$ cat src/rtl/jtag_pkg.sv
// Shared TAP definitions: dense 4-bit state encodings, IDCODE width and DR-select type.
package jtag_pkg;

  localparam logic [3:0] ST_TEST_LOGIC_RESET = 4'd0;
  localparam logic [3:0] ST_RUN_TEST_IDLE    = 4'd1;
  localparam logic [3:0] ST_SELECT_DR        = 4'd2;
  localparam logic [3:0] ST_CAPTURE_DR       = 4'd3;
  localparam logic [3:0] ST_SHIFT_DR         = 4'd4;
  localparam logic [3:0] ST_EXIT1_DR         = 4'd5;
  localparam logic [3:0] ST_PAUSE_DR         = 4'd6;
  localparam logic [3:0] ST_EXIT2_DR         = 4'd7;
  localparam logic [3:0] ST_UPDATE_DR        = 4'd8;
  localparam logic [3:0] ST_SELECT_IR        = 4'd9;
  localparam logic [3:0] ST_CAPTURE_IR       = 4'd10;
  localparam logic [3:0] ST_SHIFT_IR         = 4'd11;
  localparam logic [3:0] ST_EXIT1_IR         = 4'd12;
  localparam logic [3:0] ST_PAUSE_IR         = 4'd13;
  localparam logic [3:0] ST_EXIT2_IR         = 4'd14;
  localparam logic [3:0] ST_UPDATE_IR        = 4'd15;

  localparam int IDCODE_DR_WIDTH = 32;

  typedef enum logic [1:0] {
    DR_IDCODE = 2'd0,
    DR_BYPASS = 2'd1,
    DR_USER   = 2'd2
  } dr_sel_e;

endpackage

$ cat src/rtl/jtag_tap_fsm.sv
// 16-state TAP controller: registered state, next state purely from tms.
// One tck of latency per transition; trst forces TestLogicReset.
module jtag_tap_fsm
  import jtag_pkg::*;
(
  input  logic       tck,
  input  logic       trst,
  input  logic       tms,
  output logic [3:0] tap_state
);

  logic [3:0] next_state;

  always_comb begin
    next_state = tap_state;
    case (tap_state)
      ST_TEST_LOGIC_RESET: next_state = tms ? ST_TEST_LOGIC_RESET : ST_RUN_TEST_IDLE;
      ST_RUN_TEST_IDLE:    next_state = tms ? ST_SELECT_DR        : ST_RUN_TEST_IDLE;
      ST_SELECT_DR:        next_state = tms ? ST_SELECT_IR        : ST_CAPTURE_DR;
      ST_CAPTURE_DR:       next_state = tms ? ST_EXIT1_DR         : ST_SHIFT_DR;
      ST_SHIFT_DR:         next_state = tms ? ST_EXIT1_DR         : ST_SHIFT_DR;
      ST_EXIT1_DR:         next_state = tms ? ST_UPDATE_DR        : ST_PAUSE_DR;
      ST_PAUSE_DR:         next_state = tms ? ST_EXIT2_DR         : ST_PAUSE_DR;
      ST_EXIT2_DR:         next_state = tms ? ST_UPDATE_DR        : ST_SHIFT_DR;
      ST_UPDATE_DR:        next_state = tms ? ST_SELECT_DR        : ST_RUN_TEST_IDLE;
      ST_SELECT_IR:        next_state = tms ? ST_TEST_LOGIC_RESET : ST_CAPTURE_IR;
      ST_CAPTURE_IR:       next_state = tms ? ST_EXIT1_IR         : ST_SHIFT_IR;
      ST_SHIFT_IR:         next_state = tms ? ST_EXIT1_IR         : ST_SHIFT_IR;
      ST_EXIT1_IR:         next_state = tms ? ST_UPDATE_IR        : ST_PAUSE_IR;
      ST_PAUSE_IR:         next_state = tms ? ST_EXIT2_IR         : ST_PAUSE_IR;
      ST_EXIT2_IR:         next_state = tms ? ST_UPDATE_IR        : ST_SHIFT_IR;
      ST_UPDATE_IR:        next_state = tms ? ST_SELECT_DR        : ST_RUN_TEST_IDLE;
      default:             next_state = ST_TEST_LOGIC_RESET;
    endcase
  end

  always_ff @(posedge tck) begin
    if (trst) tap_state <= ST_TEST_LOGIC_RESET;
    else      tap_state <= next_state;
  end

endmodule

$ cat src/rtl/jtag_tap.sv
// TAP with IR plus IDCODE/BYPASS/USER data registers; tdo is combinational from the shift regs.
// State effects apply on the posedge leaving the state; user_update pulses the cycle after UpdateDr.
module jtag_tap
  import jtag_pkg::*;
#(
  parameter int                  IR_WIDTH      = 4,
  parameter logic [31:0]         IDCODE_VALUE  = 32'h0000_FAF1,
  parameter int                  USER_DR_WIDTH = 8,
  parameter logic [IR_WIDTH-1:0] OP_IDCODE     = IR_WIDTH'(1),
  parameter logic [IR_WIDTH-1:0] OP_USER       = IR_WIDTH'(2),
  parameter logic [IR_WIDTH-1:0] OP_BYPASS     = '1
) (
  input  logic                     tck,
  input  logic                     trst,
  input  logic                     tms,
  input  logic                     tdi,
  output logic                     tdo,
  output logic                     tdo_oe,
  output logic                     in_reset,
  output logic [3:0]               tap_state,
  output logic [IR_WIDTH-1:0]      ir_value,
  input  logic [USER_DR_WIDTH-1:0] user_dr_in,
  output logic [USER_DR_WIDTH-1:0] user_dr_out,
  output logic                     user_update
);

  localparam logic [IR_WIDTH-1:0] IR_CAPTURE = IR_WIDTH'(1);

  logic [IR_WIDTH-1:0]        ir_sr;
  logic [IDCODE_DR_WIDTH-1:0] idcode_sr;
  logic                       bypass_sr;
  logic [USER_DR_WIDTH-1:0]   user_sr;
  logic [USER_DR_WIDTH-1:0]   user_next;
  dr_sel_e                    dr_sel;

  jtag_tap_fsm u_fsm (
    .tck       (tck),
    .trst      (trst),
    .tms       (tms),
    .tap_state (tap_state)
  );

  assign in_reset = (tap_state == ST_TEST_LOGIC_RESET);

  // Anything that is neither IDCODE nor USER falls back to BYPASS.
  always_comb begin
    dr_sel = DR_BYPASS;
    if      (ir_value == OP_IDCODE) dr_sel = DR_IDCODE;
    else if (ir_value == OP_USER)   dr_sel = DR_USER;
    else if (ir_value == OP_BYPASS) dr_sel = DR_BYPASS;
  end

  generate
    if (USER_DR_WIDTH == 1) begin : g_user_1
      assign user_next = tdi;
    end else begin : g_user_n
      assign user_next = {tdi, user_sr[USER_DR_WIDTH-1:1]};
    end
  endgenerate

  always_ff @(posedge tck) begin
    if (trst) begin
      ir_value    <= OP_IDCODE;
      ir_sr       <= '0;
      idcode_sr   <= '0;
      bypass_sr   <= 1'b0;
      user_sr     <= '0;
      user_dr_out <= '0;
      user_update <= 1'b0;
    end else begin
      user_update <= 1'b0;
      case (tap_state)
        ST_TEST_LOGIC_RESET: ir_value <= OP_IDCODE;
        ST_CAPTURE_IR:       ir_sr    <= IR_CAPTURE;
        ST_SHIFT_IR:         ir_sr    <= {tdi, ir_sr[IR_WIDTH-1:1]};
        ST_UPDATE_IR:        ir_value <= ir_sr;
        ST_CAPTURE_DR: begin
          case (dr_sel)
            DR_IDCODE: idcode_sr <= IDCODE_VALUE;
            DR_USER:   user_sr   <= user_dr_in;
            default:   bypass_sr <= 1'b0;
          endcase
        end
        ST_SHIFT_DR: begin
          case (dr_sel)
            DR_IDCODE: idcode_sr <= {tdi, idcode_sr[IDCODE_DR_WIDTH-1:1]};
            DR_USER:   user_sr   <= user_next;
            default:   bypass_sr <= tdi;
          endcase
        end
        ST_UPDATE_DR: begin
          if (dr_sel == DR_USER) begin
            user_dr_out <= user_sr;
            user_update <= 1'b1;
          end
        end
        default: ;
      endcase
    end
  end

  always_comb begin
    tdo    = 1'b0;
    tdo_oe = 1'b0;
    if (tap_state == ST_SHIFT_IR) begin
      tdo    = ir_sr[0];
      tdo_oe = 1'b1;
    end else if (tap_state == ST_SHIFT_DR) begin
      tdo_oe = 1'b1;
      case (dr_sel)
        DR_IDCODE: tdo = idcode_sr[0];
        DR_USER:   tdo = user_sr[0];
        default:   tdo = bypass_sr;
      endcase
    end
  end

endmodule

$ cat config.mk
export PLATFORM = sky130hd
export DESIGN_NAME = jtag_tap
export DESIGN_NICKNAME = d
export VERILOG_FILES = /design/src/rtl/jtag_pkg.sv /design/src/rtl/jtag_tap_fsm.sv /design/src/rtl/jtag_tap.sv
export SDC_FILE = /design/constraint.sdc
export NUM_CORES = 1
export LEC_CHECK = 0
export CORE_ASPECT_RATIO = 1.4
export CORE_MARGIN = 2
export CORE_UTILIZATION = 46
export CTS_CLUSTER_DIAMETER = 40
export CTS_CLUSTER_SIZE = 16
export DETAILED_ROUTE_END_ITERATION = 16
export PLACE_DENSITY = 0.68
export SETUP_SLACK_MARGIN = 0.5
export SLEW_MARGIN = 40
export SYNTH_ARGS = -nofsm -noshare
export SYNTH_HDL_FRONTEND = slang
export SYNTH_SLANG_ARGS = --single-unit
$ cat constraint.sdc
create_clock -name tck -period 2.05 [get_ports tck]
set_input_delay 0.205 -clock tck [delete_from_list [all_inputs] [get_ports tck]]
set_output_delay 0.205 -clock tck [all_outputs]
set_load 0.05 [all_outputs]
# Word-level counts from Yosys, hierarchy flattened
# Cells that the tools add are included.
# classes
mux	32
n_eq_ne	24
n_reduce_logical	14
bitwise	1
# ops
op	count
two-way mux 32 bit	2
one-hot mux 32 bit (2 select lines)	1
one-hot mux 4 bit (12 select lines)	1
== test 4 bit (second input constant)	8
== test 4 x 3 -> 1 bit (second input constant)	4
two-way mux 4 bit	4
two-way mux 8 bit	2
one-hot mux 4 bit (2 select lines)	2
one-hot mux 8 bit (2 select lines)	1
== test 4 x 2 -> 1 bit (second input constant)	3
two-way mux 1 bit	10
two-way mux 2 bit	5
inequality test 2 bit (second input constant)	5
AND reduction 3 bit	3
== test 4 x 1 -> 1 bit (second input constant)	2
OR reduction 2 bit	4
two-way mux 3 bit	2
nonzero test 2 bit	3
logical NOT 4 bit	1
one-hot mux 1 bit (2 select lines)	2
OR reduction 3 bit	1
== test 2 bit (second input constant)	1
logical NOT 2 bit	1
inequality test 2 x 1 -> 1 bit (second input constant)	1
2 further kinds	2
# word_totals
word_cells	79
in_bits	12
register_bits	62
out_inout_bits	20

# Longest topological paths before layout
# Gate-level depths: netlist of the first run.
# logic_depth
ltp_word	7
ltp_mapped	6
ltp_nobuf	5

# Modules after synthesis
# From an unflattened synthesis of the first run, not the netlist that was laid out.
# hier_totals
cells_unflattened	289
area_unflattened_um2	2560.0
# modules_own_cells
mod	cells_each	seq_area_each_um2	area_per_inst_um2	n_inst
jtag_tap	250	1161.1	2228.4	1
jtag_tap_fsm	39	80.1	331.6	1

# Worst setup path after synthesis of the first run
# OpenSTA, ideal clock, no wires.
# synth_path
kind	register -> output
from	reg u_fsm.tap_state[2]
to	out tdo
t_arrival_ns	2.557
n_path_buf	1
required_time_ns	1.845
setup_slack_ns	-0.712
stages_incl_launch_ff	4
cell_sequence	dfxtp_1 -> or4b_4 -> clkbuf_1 -> o21ai_0
# synth_via
elab_chain_cells	3
# synth_rtl
item	line	text
from (decl)	jtag_tap_fsm.sv:9	output logic [3:0] tap_state
from (signal assigned)	jtag_tap_fsm.sv:39	else tap_state <= next_state;
== test 4 x 3 -> 1 bit	jtag_tap.sv:108	end else if (tap_state == ST_SHIFT_DR) begin
two-way mux 1 bit	jtag_tap.sv:108	
two-way mux 1 bit (*)	jtag_tap.sv:105	if (tap_state == ST_SHIFT_IR) begin
to (decl)	jtag_tap.sv:17	output logic tdo,
# Every way passes the cells marked *; elsewhere a longest branch is shown, timed or not.

# Worst setup path after layout of the first run
# layout_path
from	reg u_fsm.tap_state[0]
to	out tdo
# The elaborated chain is that of the path after synthesis.

==> results of run 1 <==
[stage by stage]
step                area, sq um  worst slack, ns  std cells  hold WS [ns]
floorplan                  2710            0.319        295         0.367
global placement           3060            0.386        379         0.467
detailed placement         3060            0.348        379         0.469
CTS                        3470            0.161        415         0.241
global route               3840            0.129        436         0.280
finish                     3840            0.161        436         0.261
[routing by layer]
layer  vias up  wire [um]  GRT usage (%)  share of wire [%]
li1       1173          -              -                  -
met1      1163       2790           25.1                 41
met2        59       3580           33.3                 53
met3        17        258           5.59                3.8
met4         0        131           9.01                1.9
met5         -          0              0                  0
[worst max path at each step]
stage,to,depth (start not counted)
floorplan,tdo,4
global placement,tdo,4
detailed placement,idcode_sr[6],4
CTS,tdo,4
global route,tdo,4
finish,tdo,4
[placed cells by master, fill, tap and decap left out, types with 3 or more instances in the layout]
master           synthesis  layout
buf_2                    8       3
dfxtp_1                 62      56
a311oi_1                 7       7
nand4_1                  3       3
o21ai_0                  8       5
nor2_2                   0      10
nor3_2                  10      10
dfxtp_4                  0       4
nor2_1                  66      46
mux2i_1                  8       8
buf_6                    2      12
buf_8                    0       4
nand2_1                 28      26
clkbuf_8                 0      10
o21ai_4                  0       3
inv_1                    5       4
clkdlybuf4s50_1          0      10
nor2_4                   0      10
nand2b_1                 3       3
nand3_1                  9       9
buf_4                    1      30
a211oi_1                 3       3
a21oi_1                  8       8
nor3_1                   3       3
buf_12                   0       3
dlygate4sd2_1            0      14
a22oi_2                  0      21
[state kept, by name (all words and copies together), names as in the netlist]
| signal | cells |
|---|---|
| u_fsm.tap_state | 4 |
| user_dr_out | 8 |
| ir_value | 4 |
| ir_sr | 4 |
| bypass_sr | 1 |
| idcode_sr | 32 |
| user_update | 1 |
| user_sr | 8 |
[power groups by stage]
stage	sequential [mW]	combinational, mW	clock [mW]
after floorplan	1.28	0.137	0
after global placement	1.28	0.193	0
after detailed placement	1.28	0.195	0
after CTS	1.24	0.252	1.06
after global routing	1.24	0.322	1.13
final	1.24	0.305	1.05
[cell families (layout without fill, tap and decap cells)]
family / count (synthesis) / count (layout) / share of synthesized area, %
AND/OR/NAND/NOR: 135 / 135 / 26.2
flip-flops: 62 / 62 / 47.8
multiplexers: 8 / 8 / 3.08
AO/OA/AOI/OAI: 62 / 62 / 17.8
buffers and inverters: 28 / 101 / 5.15
[cell type report]
type / instances / area [sq um]
clock buffers: 11 / 141
clock inverters: 4 / 46.3
fillers: 415 / 1650
inverters: 5 / 18.8
multi-input cells: 205 / 1500
flip-flops and latches: 62 / 1260
well taps: 68 / 85.1
repair buffers: 81 / 788
[timing repair]
item / in CTS / in global routing
gates cloned: 1 / 6
endpoints found under the setup margin: 61 / 55
hold buffers: 0 / 0
pin swaps: 3 / 28
setup buffers: 20 / 15
resized for setup: 45 / 53
[critical path: cells and delay by family, from the launching register on]
family / cells / cell delay [ns]
and+or+nand+nor: 1 / 0.53
DFF: 1 / 0.37
buffers and inverters: 2 / 0.30
AOI/OAI and AO/OA: 1 / 0.14
==> metrics.txt, run 1 <==
run status completed; Psw 0.652 mW; max_cap viols 0; routed len/inst 15.5 um; global placer's final weighted congestion 0.805; Most used DFF post-synth dfxtp_1; global-route wire length before repair 9.77 mm; routed wire length 6.76 mm; switching part of the total power 25.1%; Yosys top cell by area dfxtp_1; pin count of the biggest net entering global routing 32; sequential share of the synthesized area 47.8%; syn nets 307; RSZ-0062 raised after global routing true; Netlist cell types 41; row count 32; DRT antenna net count 0; final hold vios 0; EDFF count, synth 0; area share of the largest cell type after synthesis 47.8%; Critical Setup Path Class reg2out; Setup crit start kind register; clk sinks 62; P_int 1.94 mW; layout cells sized above 1 39.1%; required time of the critical path 1.85 ns; ant diodes 0; DRT Pass-1 Iters 4; Pwr Density 676 nW/um^2; ordered cell list for the critical path or4b_4 > buf_8 > o21ai_4 > buf_12; worst hold path depth 2; Worst Skew 0.00523 ns; die height 92.9 um; crit path capture type output pin; most frequent cell after synthesis nor2_1; Sum Neg Setup Slack 0 ns; reg-to-reg endpoint idcode_sr[6]; Top Ports 32; Register-to-Register Setup Slack 0.25 ns; top post-synthesis cells by count 66 x nor2_1, 62 x dfxtp_1, 28 x nand2_1; register share of total power 47.8%; initial core utilization 47.4%; clk buf depth 2; endpoints failing setup 0; clock-pin slew on the worst setup and hold paths 0.07 ns; Layout Utilization 70.0%; leakage 1.57 nW; grt ovf 0; relative slew slack 66.5%; Slowest cell on crit path or4b_4; clock root buffer clkbuf_8; H-tree lvl count 3; initial antenna violation count 0; Setup crit start u_fsm.tap_state[0]; CTS tree built; post-DP HPWL 3.49 mm; nets 376; number of port buffers 31; fmax 529 MHz; Final Critical Period 1.89 ns; slew of the pin with the lowest slew margin 0.505 ns; drt first-iter violations 148; R2R depth 7; Yosys warnings 0; Worst Path Max Fanout 6; CP arrival 1.68 ns; Slew Limit Fails 0; delay of the slowest critical-path stage 0.53 ns; Skew-Pair Late Insertion Delay 0.34 ns; worst hold start trst; Via Count 2412; VDD IR max 471 uV; number of remaining DRC errors 0; Synth Cell Area 2600 sq um; clock power share 40.5%; post-synthesis async set-or-reset flop share 0%; Global Route Usage Sum 20.7%; core box area 5490 sq um; top post-synthesis cells by area dfxtp_1 48%, nor2_1 9.5%, a22oi_1 6.1%; vias in the first global route 2091; part of the power in combinational logic 11.7%; Vias/cell 5.53; Die W 67.5 um; Final period util 92.2%; Die ar. 6270 sq um; Reg2Reg Launch Point u_fsm.tap_state[0]; Min-Delay Endpoint idcode_sr[30]; Overall Power 2.59 mW; P&R area growth vs syn 47.7%; HP Class in2reg; CTS Buf Count 9; Syn Area/Cell 8.81 sq um; Yosys reg bits 62; Synth Instances 295
Power figures use the tool's default switching activity.
==> run 2: changes to the inputs <==
CAP_MARGIN = 25   (was default)
CELL_PAD_IN_SITES_DETAIL_PLACEMENT = 2   (was default)
CELL_PAD_IN_SITES_GLOBAL_PLACEMENT = 2   (was default)
CORE_UTILIZATION = 33   (was 46)
PLACE_DENSITY = 0.86   (was 0.68)
==> metrics.txt, run 2 (synthesized netlist as in run 1, its figures left out) <==
clk buf depth 2 (unchanged); commonest non-fill, non-tap cell in the layout dfxtp_1 (unchanged); DRT antenna net count 0 (unchanged); delay-heaviest family, CP simple AND/OR/NAND/NOR gates (unchanged); CTS Buf Count 9 (unchanged); worst hold path depth 2 (unchanged); Setup crit start kind register (unchanged); Min-Delay Endpoint idcode_sr[3] (was idcode_sr[30]); CP arrival 1.77 ns (was 1.68 ns); pin count of the biggest net entering global routing 30 (was 32); Skew-Pair Late Insertion Delay 0.37 ns (was 0.34 ns); max_cap viols 0 (unchanged); run status completed (unchanged); Sum Neg Setup Slack 0 ns (unchanged); core box area 7700 sq um (was 5490 sq um); reg-to-reg endpoint idcode_sr[0] (was idcode_sr[6]); fmax 505 MHz (was 529 MHz); Pwr Density 656 nW/um^2 (was 676 nW/um^2); Die W 79.0 um (was 67.5 um); layout cells sized above 1 39.3% (was 39.1%); P&R area growth vs syn 49.2% (was 47.7%); worst hold start trst (unchanged); number of remaining DRC errors 0 (unchanged); slew of the pin with the lowest slew margin 0.528 ns (was 0.505 ns); number of port buffers 31 (unchanged); Via Count 2539 (was 2412); Slowest cell on crit path or4b_4 (unchanged); post-DP HPWL 4.89 mm (was 3.49 mm); hold buffer count at CTS 0 (unchanged); RSZ-0062 raised after global routing true (unchanged); Layout fillers 805 (was 415); clock-pin slew on the worst setup and hold paths 0.08 ns (was 0.07 ns); R2R depth 8 (was 7); clock root buffer clkbuf_8 (unchanged); Register-to-Register Setup Slack 0.09 ns (was 0.25 ns); Reg2Reg Launch Point u_fsm.tap_state[0] (unchanged); final hold vios 0 (unchanged); global-route wire length before repair 16.0 mm (was 9.77 mm); delay of the slowest critical-path stage 0.58 ns (was 0.53 ns); clk sinks 62 (unchanged); vias in the first global route 2790 (was 2091); nets 378 (was 376); Worst Skew 0.0117 ns (was 0.00523 ns); Slew Limit Fails 0 (unchanged); HP Class in2reg (unchanged); routed wire length 11.6 mm (was 6.76 mm); routed len/inst 24.7 um (was 15.5 um); global placer's final weighted congestion 0.751 (was 0.805); initial core utilization 33.7% (was 47.4%); row count 38 (was 32); VDD IR max 394 uV (was 471 uV); H-tree lvl count 3 (unchanged); Final Critical Period 1.98 ns (was 1.89 ns); Final period util 96.5% (was 92.2%); CP Buf/Inv Count 2 (unchanged); required time of the critical path 1.85 ns (about the same); Most flops, register idcode_sr (unchanged); Die ar. 8610 sq um (was 6270 sq um); ant diodes 0 (unchanged); most frequent cells in the layout 56 x dfxtp_1, 52 x nor2_1, 34 x buf_4, 26 x nand2_1, 21 x a22oi_2 (was 56 x dfxtp_1, 46 x nor2_1, 30 x buf_4, 26 x nand2_1, 21 x a22oi_2); Global Route Usage Sum 25.1% (was 20.7%); die height 109 um (was 92.9 um); Critical Setup Path Class reg2out (unchanged); Vias/cell 5.41 (was 5.53); Worst Path Max Fanout 4 (was 6); initial antenna violation count 0 (unchanged); relative slew slack 64.9% (was 66.5%); Top Registers idcode_sr (32), user_dr_out (8), user_sr (8) (unchanged); crit path capture type output pin (unchanged); max reg flops 32 (unchanged); Top Ports 32 (unchanged); worst hold slack 0.292 ns (was 0.261 ns); ordered cell list for the critical path or4b_4 > buf_8 > o21ai_4 > buf_12 (unchanged); endpoints failing setup 0 (unchanged); CTS tree built (unchanged); drt first-iter violations 100 (was 148); DRT Pass-1 Iters 4 (unchanged); leakage 1.54 nW (was 1.57 nW); grt ovf 0 (unchanged)
run 2: cell types whose count changed in the layout (fill, tap and decap cells not counted), moves of 2 or more:
cell	change
nor2_2	-7
clkdlybuf4s15_2	+2
dlygate4sd2_1	-4
buf_2	-2
nor2b_4	+2
nor2b_2	-2
nor2_1	+6
clkbuf_2	+2
buf_4	+4
run 2: final cells by class:
type | instances | area, sq um | share of cell area, %
clock buffer | 12 | 145 | 3.74
tap | 100 | 125 | 3.23
multi-input combinational | 205 | 1520 | 39.2
sequential | 62 | 1260 | 32.5
inverter | 5 | 18.8 | 0.484
clock inverter | 2 | 10.0 | 0.258
timing repair buffer | 83 | 797 | 20.6
run 2: worst max path at each step:
stage                         endpoint  depth (start not counted)  slack [ns]          startpoint
final                              tdo                          4        0.07  u_fsm.tap_state[0]
after global routing      idcode_sr[0]                          8        0.03  u_fsm.tap_state[3]
after CTS                          tdo                          4        0.13  u_fsm.tap_state[0]
after detailed placement  idcode_sr[7]                          5        0.33  u_fsm.tap_state[3]
after global placement             tdo                          4        0.38  u_fsm.tap_state[3]
after floorplan                    tdo                          4        0.32  u_fsm.tap_state[1]
run 2: per-stage QoR:
stage          cells  power [mW]  utilization, %  area (sq um)  worst slack, ns
2_1_floorplan    295        1.41               -          2710            0.319
3_3_place_gp     412        1.47            40.2          3100            0.382
3_5_place_dp     412        1.48            40.2          3100            0.331
4_1_cts          456        2.46            47.9          3690            0.133
5_1_grt          469        2.61            50.3          3880           0.0331
6_report         469        2.54            50.3          3880           0.0708
run 2: power breakdown:
group	internal, mW	switching, mW	total, mW	leakage (nW)
Sequential	1.22	0.0217	1.24	0.503
Clock	0.455	0.510	0.965	0.0821
Combinational	0.141	0.198	0.339	0.958
run 2: repair_timing:
item,in CTS,in global routing
resized for setup,79,28
pin swaps,8,11
gates cloned,4,1
buffers inserted,26,12
endpoints found under the hold margin,0,0
setup endpoints to repair,70,58
run 2: per-layer routing:
metal	wire, um	global-route usage (%)	vias up
met4	210	9.73	0
met1	4700	28.4	1304
met3	263	5.38	15
met2	6390	45.7	46
met5	0	0	-
li1	-	-	1174
==> run 3: changes to the inputs <==
SETUP_SLACK_MARGIN = 0.3   (was 0.5)
==> metrics.txt, run 3 (synthesized netlist as in run 1, its figures left out) <==
clock-pin slew on the worst setup and hold paths 0.06 ns (was 0.08 ns); commonest non-fill, non-tap cell in the layout nor2_1 (was dfxtp_1); Worst path depth 3 (was 4); layout cells sized above 1 24.3% (was 39.3%); Top Registers idcode_sr (32), user_dr_out (8), user_sr (8) (unchanged); Global Route Usage Sum 20.2% (was 25.1%); P&R area growth vs syn 33.6% (was 49.2%); slew of the pin with the lowest slew margin 0.516 ns (was 0.528 ns); CP arrival 1.67 ns (was 1.77 ns); Layout fillers 838 (was 805); clk sinks 62 (unchanged); Worst Path Max Fanout 6 (was 4); post-placement cell area 3020 sq um (was 3100 sq um); DRT antenna net count 0 (unchanged); initial core utilization 33.7% (unchanged); Skew-Pair Late Insertion Delay 0.35 ns (was 0.37 ns); nets 358 (was 378); worst hold path depth 2 (unchanged); leakage 1.40 nW (was 1.54 nW); CTS tree built (unchanged); clock root buffer clkbuf_8 (unchanged); global placer's final weighted congestion 0.757 (was 0.751); row count 38 (unchanged); max_cap viols 0 (unchanged); ordered cell list for the critical path or4b_4 > o21ai_4 > buf_12 (was or4b_4 > buf_8 > o21ai_4 > buf_12); pin count of the biggest net entering global routing 29 (was 30); final hold vios 0 (unchanged); clk buf depth 2 (unchanged); Die ar. 8610 sq um (unchanged); run status completed (unchanged); Die W 79.0 um (unchanged); endpoints failing setup 0 (unchanged); Most flops, register idcode_sr (unchanged); DRT Pass-1 Iters 4 (unchanged); routed len/inst 19.8 um (was 24.7 um); delay-heaviest family, CP simple AND/OR/NAND/NOR gates (unchanged); Layout Utilization 45.1% (was 50.3%); worst hold slack 0.293 ns (was 0.292 ns); initial antenna violation count 0 (unchanged); number of remaining DRC errors 0 (unchanged); CTS Buf Count 9 (unchanged); Vias/cell 5.28 (was 5.41); core box area 7700 sq um (unchanged); drt first-iter violations 105 (was 100); delay of the slowest critical-path stage 0.61 ns (was 0.58 ns); number of port buffers 31 (unchanged); setup slack after layout 0.172 ns (was 0.0708 ns); Pwr Density 710 nW/um^2 (was 656 nW/um^2); Slowest cell on crit path or4b_4 (unchanged); Sum Neg Setup Slack 0 ns (unchanged); Final Critical Period 1.88 ns (was 1.98 ns); Overall Power 2.46 mW (was 2.54 mW); Slew Limit Fails 0 (unchanged); most frequent cells in the layout 62 x nor2_1, 56 x dfxtp_1, 25 x nand2_1, 24 x buf_4, 20 x a22oi_1 (was 56 x dfxtp_1, 52 x nor2_1, 34 x buf_4, 26 x nand2_1, 21 x a22oi_2); hold buffer count at CTS 0 (unchanged); global-route wire length before repair 12.9 mm (was 16.0 mm); die height 109 um (unchanged); Worst Skew 0.0115 ns (was 0.0117 ns); max reg flops 32 (unchanged); Via Count 2375 (was 2539); R2R depth 6 (was 8); vias in the first global route 2471 (was 2790); routed wire length 8.90 mm (was 11.6 mm); HP Class in2reg (unchanged); crit path capture type output pin (unchanged); ant diodes 0 (unchanged); required time of the critical path 1.85 ns (about the same); H-tree lvl count 3 (unchanged); Final period util 91.6% (was 96.5%); grt ovf 0 (unchanged); Top Ports 32 (unchanged); post-route cell area 3470 sq um (was 3880 sq um); post-DP HPWL 4.74 mm (was 4.89 mm); Setup crit start kind register (unchanged); dpl cells 411 (was 412); relative slew slack 65.7% (was 64.9%); RSZ-0062 raised after global routing true (unchanged); Final Instance Count excl. Fillers 450 (was 469); CP Buf/Inv Count 1 (was 2); Setup WS pre-CTS 0.253 ns (was 0.331 ns); VDD IR max 292 uV (was 394 uV); Critical Setup Path Class reg2out (unchanged); fmax 533 MHz (was 505 MHz)
## run 3: cell count changes in the layout (fill, tap and decap cells not counted), moves of 7 or more
cell,previous run,this run
a22oi_1,0,20
a22oi_2,21,1
buf_4,34,24
nor2_1,52,62
nor2_4,11,2
buf_6,13,6
## run 3: per-layer routing
| layer | routed length, um | track usage [%] | vias to the layer above |
|---|---|---|---|
| met1 | 3580 | 21.6 | 1184 |
| met5 | 0 | 0 | - |
| met2 | 4890 | 36.9 | 36 |
| met3 | 194 | 3.31 | 20 |
| li1 | - | - | 1135 |
| met4 | 233 | 11.8 | 0 |
## run 3: final cells by class
class / instances / area (sq um) / area share (%)
multi-input combinational: 205 / 1310 / 37.7
sequential: 62 / 1260 / 36.3
timing repair buffer: 63 / 591 / 17.0
clock buffer: 14 / 163 / 4.69
tap: 100 / 125 / 3.60
inverter: 5 / 18.8 / 0.541
clock inverter: 1 / 5.00 / 0.144
## run 3: path summary, 6_finish.rpt
kind | startpoint | end | slack (ns)
hold reg to reg | ir_sr[2] | ir_value[2] | 0.47
setup / recovery | u_fsm.tap_state[1] | tdo | 0.17
setup reg to reg | u_fsm.tap_state[1] | idcode_sr[12] | 0.25
hold / removal | trst | idcode_sr[16] | 0.29
## run 3: repair_timing
item,CTS,global route
pin swaps,3,2
buffers inserted,14,7
cloned,0,3
gates resized for setup,18,25
setup endpoints to repair,28,44
## run 3: where the power goes
part	internal [mW]	leakage, nW	total [mW]	switching [mW]
Combinational	0.0989	0.815	0.257	0.158
Clock	0.498	0.0865	0.968	0.470
Sequential	1.22	0.503	1.24	0.0214
